### config.mk
export PLATFORM = sky130hd
export DESIGN_NAME = game_master_fsm_flat
export DESIGN_NICKNAME = d
export VERILOG_FILES = /design/src/rtl/game_master_fsm_if.sv /design/src/rtl/game_master_fsm.sv /design/src/flat_wrapper.sv
export SDC_FILE = /design/constraint.sdc
export NUM_CORES = 1
export LEC_CHECK = 0
export ABC_CLOCK_PERIOD_IN_PS = 1300
export CAP_MARGIN = 20
export CELL_PAD_IN_SITES_DETAIL_PLACEMENT = 1
export CELL_PAD_IN_SITES_GLOBAL_PLACEMENT = 2
export CORE_UTILIZATION = 29
export DETAILED_ROUTE_END_ITERATION = 6
export HOLD_SLACK_MARGIN = 0.08
export PLACE_DENSITY_LB_ADDON = 0.1
export SLEW_MARGIN = 30
export SYNTH_ARGS = -nofsm -noshare
export SYNTH_HDL_FRONTEND = slang
export SYNTH_SLANG_ARGS = --single-unit
### constraint.sdc
create_clock -name CLK -period 1.3 [get_ports CLK]
set_clock_uncertainty 0.05 [all_clocks]
set_input_delay 0.13 -clock CLK [delete_from_list [all_inputs] [get_ports CLK]]
set_output_delay 0.13 -clock CLK [all_outputs]
set_load 0.005 [all_outputs]
### src/rtl/game_master_fsm_if.sv
// game_master_fsm_if: buttons, mode switch and score/timer status going into
// the game master, plus the game state, mode and clear pulse coming out.
// The master side drives the inputs (board / score stage), the slave side is
// the game master itself.
interface game_master_fsm_if;
  logic       BTN_START;
  logic       BTN_ABORT;
  logic       MODE_SW;
  logic       LOST;
  logic       SCORE_WIN;
  logic [1:0] MSM_STATE;
  logic       Timed_Mode;
  logic       GAME_CLR;

  modport master (
    output BTN_START, BTN_ABORT, MODE_SW, LOST, SCORE_WIN,
    input  MSM_STATE, Timed_Mode, GAME_CLR
  );

  modport slave (
    input  BTN_START, BTN_ABORT, MODE_SW, LOST, SCORE_WIN,
    output MSM_STATE, Timed_Mode, GAME_CLR
  );
endinterface

### src/rtl/game_master_fsm.sv
// game_master_fsm: top-level game state machine (IDLE / PLAY / WIN / LOSE).
// Both push-buttons are synchronized, optionally debounced and turned into
// one-cycle press pulses that drive the FSM. GAME_CLR pulses on every
// transition into PLAY and back into IDLE.
// Optional feature: define GAME_MASTER_FSM_DEBOUNCE_EN to insert a
// DEBOUNCE_MAX+1 cycle stability filter after each synchronizer.
module game_master_fsm #(
  parameter int DEBOUNCE_MAX = 999999
) (
  input logic              CLK,
  input logic              RESET,
  game_master_fsm_if.slave bus
);

  typedef enum logic [1:0] {
    IDLE = 2'd0,
    PLAY = 2'd1,
    WIN  = 2'd2,
    LOSE = 2'd3
  } gameState_t;

  // Bit 0 is the start button, bit 1 the abort button throughout.
  logic [1:0] btnRaw;
  logic [1:0] sync1;
  logic [1:0] sync2;
  logic [1:0] clean;
  logic [1:0] cleanPrev;
  logic [1:0] armed;
  logic [1:0] press;
  logic [1:0] syncFill;

  gameState_t state;
  gameState_t stateNext;
  logic       timedMode;
  logic       modeNext;
  logic       gameClr;
  logic       clrNext;

  logic startPress;
  logic abortPress;

  assign btnRaw     = {bus.BTN_ABORT, bus.BTN_START};
  assign startPress = press[0];
  assign abortPress = press[1];

  // Two-flop synchronizer per button; syncFill tracks when sync2 holds a real sample again after reset.
  always_ff @(posedge CLK) begin
    if (RESET) begin
      sync1    <= '0;
      sync2    <= '0;
      syncFill <= '0;
    end else begin
      sync1    <= btnRaw;
      sync2    <= sync1;
      syncFill <= {syncFill[0], 1'b1};
    end
  end

`ifdef GAME_MASTER_FSM_DEBOUNCE_EN
  localparam int CNT_W = (DEBOUNCE_MAX < 1) ? 1 : $clog2(DEBOUNCE_MAX + 1);
  localparam logic [CNT_W-1:0] CNT_MAX = CNT_W'(DEBOUNCE_MAX);

  logic [CNT_W-1:0] dbCnt [2];

  // Debounce: the clean level follows the synchronized level only after DEBOUNCE_MAX+1 consecutive differing cycles.
  always_ff @(posedge CLK) begin
    if (RESET) begin
      clean    <= '0;
      dbCnt[0] <= '0;
      dbCnt[1] <= '0;
    end else begin
      for (int i = 0; i < 2; i++) begin
        if (sync2[i] == clean[i]) begin
          dbCnt[i] <= '0;
        end else if (dbCnt[i] == CNT_MAX) begin
          clean[i] <= sync2[i];
          dbCnt[i] <= '0;
        end else begin
          dbCnt[i] <= dbCnt[i] + CNT_W'(1);
        end
      end
    end
  end
`else
  assign clean = sync2;
`endif

  // Press detector: a button only arms once it has been seen released after reset, so a button held through reset never counts.
  always_ff @(posedge CLK) begin
    if (RESET) begin
      cleanPrev <= '0;
      armed     <= '0;
      press     <= '0;
    end else begin
      cleanPrev <= clean;
      armed     <= armed | ({2{syncFill[1]}} & ~sync2);
      press     <= armed & clean & ~cleanPrev;
    end
  end

  // Game state, latched mode and registered clear pulse.
  always_ff @(posedge CLK) begin
    if (RESET) begin
      state     <= IDLE;
      timedMode <= 1'b0;
      gameClr   <= 1'b0;
    end else begin
      state     <= stateNext;
      timedMode <= modeNext;
      gameClr   <= clrNext;
    end
  end

  // Next-state logic: abort beats everything, LOST beats SCORE_WIN, start is ignored while playing.
  always_comb begin
    stateNext = state;
    modeNext  = timedMode;
    clrNext   = 1'b0;
    case (state)
      IDLE: begin
        if (startPress) begin
          stateNext = PLAY;
          modeNext  = bus.MODE_SW;
          clrNext   = 1'b1;
        end
      end
      PLAY: begin
        if (abortPress) begin
          stateNext = IDLE;
          clrNext   = 1'b1;
        end else if (bus.LOST) begin
          stateNext = LOSE;
        end else if (bus.SCORE_WIN) begin
          stateNext = WIN;
        end
      end
      WIN, LOSE: begin
        if (abortPress || startPress) begin
          stateNext = IDLE;
          clrNext   = 1'b1;
        end
      end
      default: begin
        stateNext = IDLE;
      end
    endcase
  end

  assign bus.MSM_STATE  = state;
  assign bus.Timed_Mode = timedMode;
  assign bus.GAME_CLR   = gameClr;

endmodule

### src/flat_wrapper.sv
// flat-port wrapper written by rule: the top's interface ports become plain ports
module game_master_fsm_flat 
#(
  parameter int DEBOUNCE_MAX = 999999
)
  (CLK, RESET, bus_BTN_START, bus_BTN_ABORT, bus_MODE_SW, bus_LOST, bus_SCORE_WIN, bus_MSM_STATE, bus_Timed_Mode, bus_GAME_CLR);
  game_master_fsm_if bus_i ();
  input logic CLK;
  input logic RESET;
  input wire logic [$bits(bus_i.BTN_START)-1:0] bus_BTN_START;
  input wire logic [$bits(bus_i.BTN_ABORT)-1:0] bus_BTN_ABORT;
  input wire logic [$bits(bus_i.MODE_SW)-1:0] bus_MODE_SW;
  input wire logic [$bits(bus_i.LOST)-1:0] bus_LOST;
  input wire logic [$bits(bus_i.SCORE_WIN)-1:0] bus_SCORE_WIN;
  output wire logic [$bits(bus_i.MSM_STATE)-1:0] bus_MSM_STATE;
  output wire logic [$bits(bus_i.Timed_Mode)-1:0] bus_Timed_Mode;
  output wire logic [$bits(bus_i.GAME_CLR)-1:0] bus_GAME_CLR;
  assign bus_i.BTN_START = bus_BTN_START;
  assign bus_i.BTN_ABORT = bus_BTN_ABORT;
  assign bus_i.MODE_SW = bus_MODE_SW;
  assign bus_i.LOST = bus_LOST;
  assign bus_i.SCORE_WIN = bus_SCORE_WIN;
  assign bus_MSM_STATE = bus_i.MSM_STATE;
  assign bus_Timed_Mode = bus_i.Timed_Mode;
  assign bus_GAME_CLR = bus_i.GAME_CLR;
  game_master_fsm #(.DEBOUNCE_MAX(DEBOUNCE_MAX)) u_core (.CLK(CLK), .RESET(RESET), .bus(bus_i));
endmodule
Word-level counts from Yosys, hierarchy flattened. Cells that the tools add are included.

Logic and storage cells: 38. Bits in registers: 16. Output and inout bits: 4.

Reductions and logical operators: 5. Muxes and demuxes: 11. Equal/unequal tests: 6. Bitwise operators: 6.

Operators by type and width (count): 2-to-1 mux 2 bit (5); AND 2 bit (3); one-hot mux 2 bit (3 select lines) (1); equality test 2 bit, second input constant (2); 2-to-1 mux 1 bit (4); != test 2 x 1 -> 1 bit, second input constant (2); != test 4 x 3 -> 1 bit, second input constant (1); NOT 2 bit (2); one-hot mux 1 bit (3 select lines) (1); AND reduction 3 bit (1); equality test 2 x 1 -> 1 bit, second input constant (1); zero test 2 bit (1); bitwise OR 2 bit (1); AND reduction 2 bit (1); OR reduction 2 bit (1); logical OR 1 bit (1).

Logic depth before layout (Yosys ltp).
Depth after elaboration: 4. Gate-level depth with buffers: 3. Mapped depth without buffers: 3.

Least setup slack after synthesis. No wires, ideal clock.

Path kind: flip-flop to flip-flop. Start: register u_core.state[0] (netlist: u_core.bus.MSM_STATE[0]). End: register u_core.gameClr (netlist: u_core.bus.GAME_CLR). Stages on the path, launching flop included: 3. Library setup time: 119 ps. Buffers on the path: 0. Path slack: 215 ps. Arrival: 917 ps. Data required time: 1131 ps. Path through: dfxtp_1 mux2_1 o221a_1.

Word-level cells in the longest chain between the ends: 3. Elaborated cells between the ends (all ways): 6.

RTL lines: start: declaration (line game_master_fsm.sv:32) `gameState_t state;`; start signal: assignment (line game_master_fsm.sv:108) `state <= stateNext;`; equality test 2 bit (line game_master_fsm.sv:119) `case (state)`; OR reduction 2 bit (line game_master_fsm.sv:119); one-hot mux 1 bit (3 select lines) (*) (line game_master_fsm.sv:119); end signal: assignment (line game_master_fsm.sv:110) `gameClr <= clrNext;`; end: declaration (line game_master_fsm.sv:36) `logic gameClr;`.

Mark *: on every way between the ends. The rest lies on a longest branch, timed or not. A chain may end at the register's enable or synchronous reset.

Worst setup path after layout. Ends and elaborated chain as after synthesis.

==> results.tsv <==
metric	value	unit
grt_pass1_vias	409	
path_clk_slew	90	ps
critPathLaunch	u_core.bus.MSM_STATE[0]	
grt_pass1_wl	1.835	mm
hold_viol_final	0	
slowest_delay	350	ps
rows	14	
status	complete, no violations	
via_per_inst	4.326	
final_cell_mix	dfxtp_1 (14), nor2b_1 (6), clkdlybuf4s50_1 (6)	
initial_utilization	32.50	%
worstPathRequired	1430	ps
holdBufCountCts	0	
grt-ovfl-total	0	
cts_inserted_buffers	3	
period_share	92.12	%
gr-usage-all-layers	13.59	%
worst-path-max-fanout	4	
reg2reg_depth	3	
min_path_type	in -> reg	
final_common_cell	dfxtp_1	
max_freq	0.8350	GHz
ys_seq_area_share	61.84	%
syn-instance-count	45	
peakVddDrop	0.0006581	V
layout.nets	70	
crit_end	u_core.bus.GAME_CLR	
rsz0062_at_grt	no	
hpwl	755.1	um
maxSlewHeadroom	79.59	%
powerDensity	1235	mW/mm2
synth.top_cell.area_share	61.84	%
die_y	44.27	um
grt_max_degree	11	
path_buf_inv	1	
crit_arrival	1330	ps
timing.rr.start	u_core.bus.MSM_STATE[0]	
wl_per_cell	11.85	um
die_w	44.27	um
r2r_setup_slack	100	ps
ys_ff_latch	16	
boundaryPins	11	
clock_latency	280	ps
cpLargestDelayFamily	flip-flops	
cts_tree	done	
synth_area_leaders	dfxtp_1 (62%), nor2b_1 (7.2%), mux2i_1 (3.9%), nor2_1 (3.6%), nor3b_2 (2.4%)	
drv_cap	0	
core	0.001594	mm2
drtIter0Drc	4	
synthDistinctLibCells	17	
period_needed	1198	ps
synth_area	518.0	um2
setup_violations	0	
clockBufferDepth	2	
yosys_warnings	0	
drtAntennaViolNets	0	
drcViolationCount	0	
h-tree-depth	1	
port_buffers	10	
p_leak	0.3193	nW
cpMaxStageDelayCell	dfxtp_4	
vias	372	
antenna_found_initial	0	
worst-path-stages	3	
cp-start-kind	register	
finalMaxSlewViolations	0	
clock-sinks	16	
gp_congestion	0.6343	
die_area	0.001959	mm2
syn2layout_area_growth	38.16	%
r2r_end	u_core.bus.GAME_CLR	
end_kind	register	
syn_nets	52	
synth.avg_cell_area	11.51	um2
drive_gt1_share	20.97	%
finalPower	0.0008837	W
first_pass_iters	5	
tns	0	ps
wl	1.019	mm
cp_cell_sequence	buf_4 > mux2_1 > o221a_1	
worstSetupPathType	reg -> reg	
worstMarginPinSlew	305.2	ps
root_buffer	clkbuf_4	
antenna_cells	0	
synth_top_cell_by_area	dfxtp_1	
## layer usage
metal	wire, um	track usage [%]	vias to the layer above
met2	552	23.53	9
met3	37	4.898	2
met4	11	5.455	0
met5	0	0	-
li1	-	-	184
met1	418	15.05	177
## registers in the layout, indices dropped and copies added (netlist names)
name and cells:
u_core.armed 2, u_core.bus.GAME_CLR 1, u_core.bus.MSM_STATE 2, u_core.bus.Timed_Mode 1, u_core.clean 2, u_core.cleanPrev 2, u_core.press 2, u_core.sync1 2
u_core.syncFill 2
## cells in the mapped netlist
master / n
mux2_2: 1
o221a_1: 1
a22o_1: 1
mux2i_1: 2
nor2_1: 5
buf_2: 1
nor4b_1: 1
nor3_2: 1
o21ai_1: 1
inv_1: 3
dfxtp_1: 16
nor3b_1: 1
and3b_1: 1
nor2b_1: 6
mux2_1: 1
nor3b_2: 1
a21oi_1: 2
## where the power goes
part / internal (W) / switching (W) / leakage (nW)
clock: 0.000171 / 0.000153 / 0.0210
sequential: 0.000502 / 0.00000643 / 0.133
combinational: 0.0000319 / 0.0000197 / 0.166
total: 0.000705 / 0.000179 / 0.319
## cells by family after synthesis
| family | after synthesis | share of synthesized area (%) |
|---|---|---|
| AOI/OAI and AO/OA | 5 | 6.763 |
| buffers and inverters | 4 | 3.139 |
| DFF | 16 | 61.84 |
| and+or+nand+nor | 16 | 20.05 |
| muxes | 4 | 8.212 |
## worst min-delay path by stage
stage / from / end / slack, ps / cells after the start
finish: bus_BTN_ABORT / u_core.sync1[1] / 340 / 2
global route: bus_BTN_ABORT / u_core.sync1[1] / 350 / 2
CTS: bus_BTN_ABORT / u_core.sync1[1] / 330 / 2
detailed placement: u_core.cleanPrev[0] / u_core.press[0] / 350 / 1
global placement: u_core.cleanPrev[0] / u_core.press[0] / 340 / 1
floorplan: RESET / u_core.clean[0] / 150 / 1
## timing repair
action	CTS	global route
resized for setup	7	1
gates cloned	0	0
endpoints found under the setup margin	3	1
setup buffers	2	0
## area by class of cell
class / count / area [um2]
fillers: 182 / 878.3
flip-flops and latches: 16 / 327.8
multi-input cells: 25 / 181.4
repair buffers: 14 / 128.9
clock buffers: 4 / 36.28
well taps: 24 / 30.03
inverters: 3 / 11.26
## through the flow
step,instances,hold slack (ps),instance area [um2],util [%],setup slack [ps]
after floorplan,45,151.6,518.0,-,214.8
after global placement,80,335.7,658.1,41.29,44.83
after detailed placement,80,345.9,658.1,41.29,10.42
after CTS,86,329.9,713.2,44.74,19.68
after global routing,86,346.2,715.7,44.90,73.07
final,86,337.3,715.7,44.90,102.4
Power figures use the tool's default switching activity.
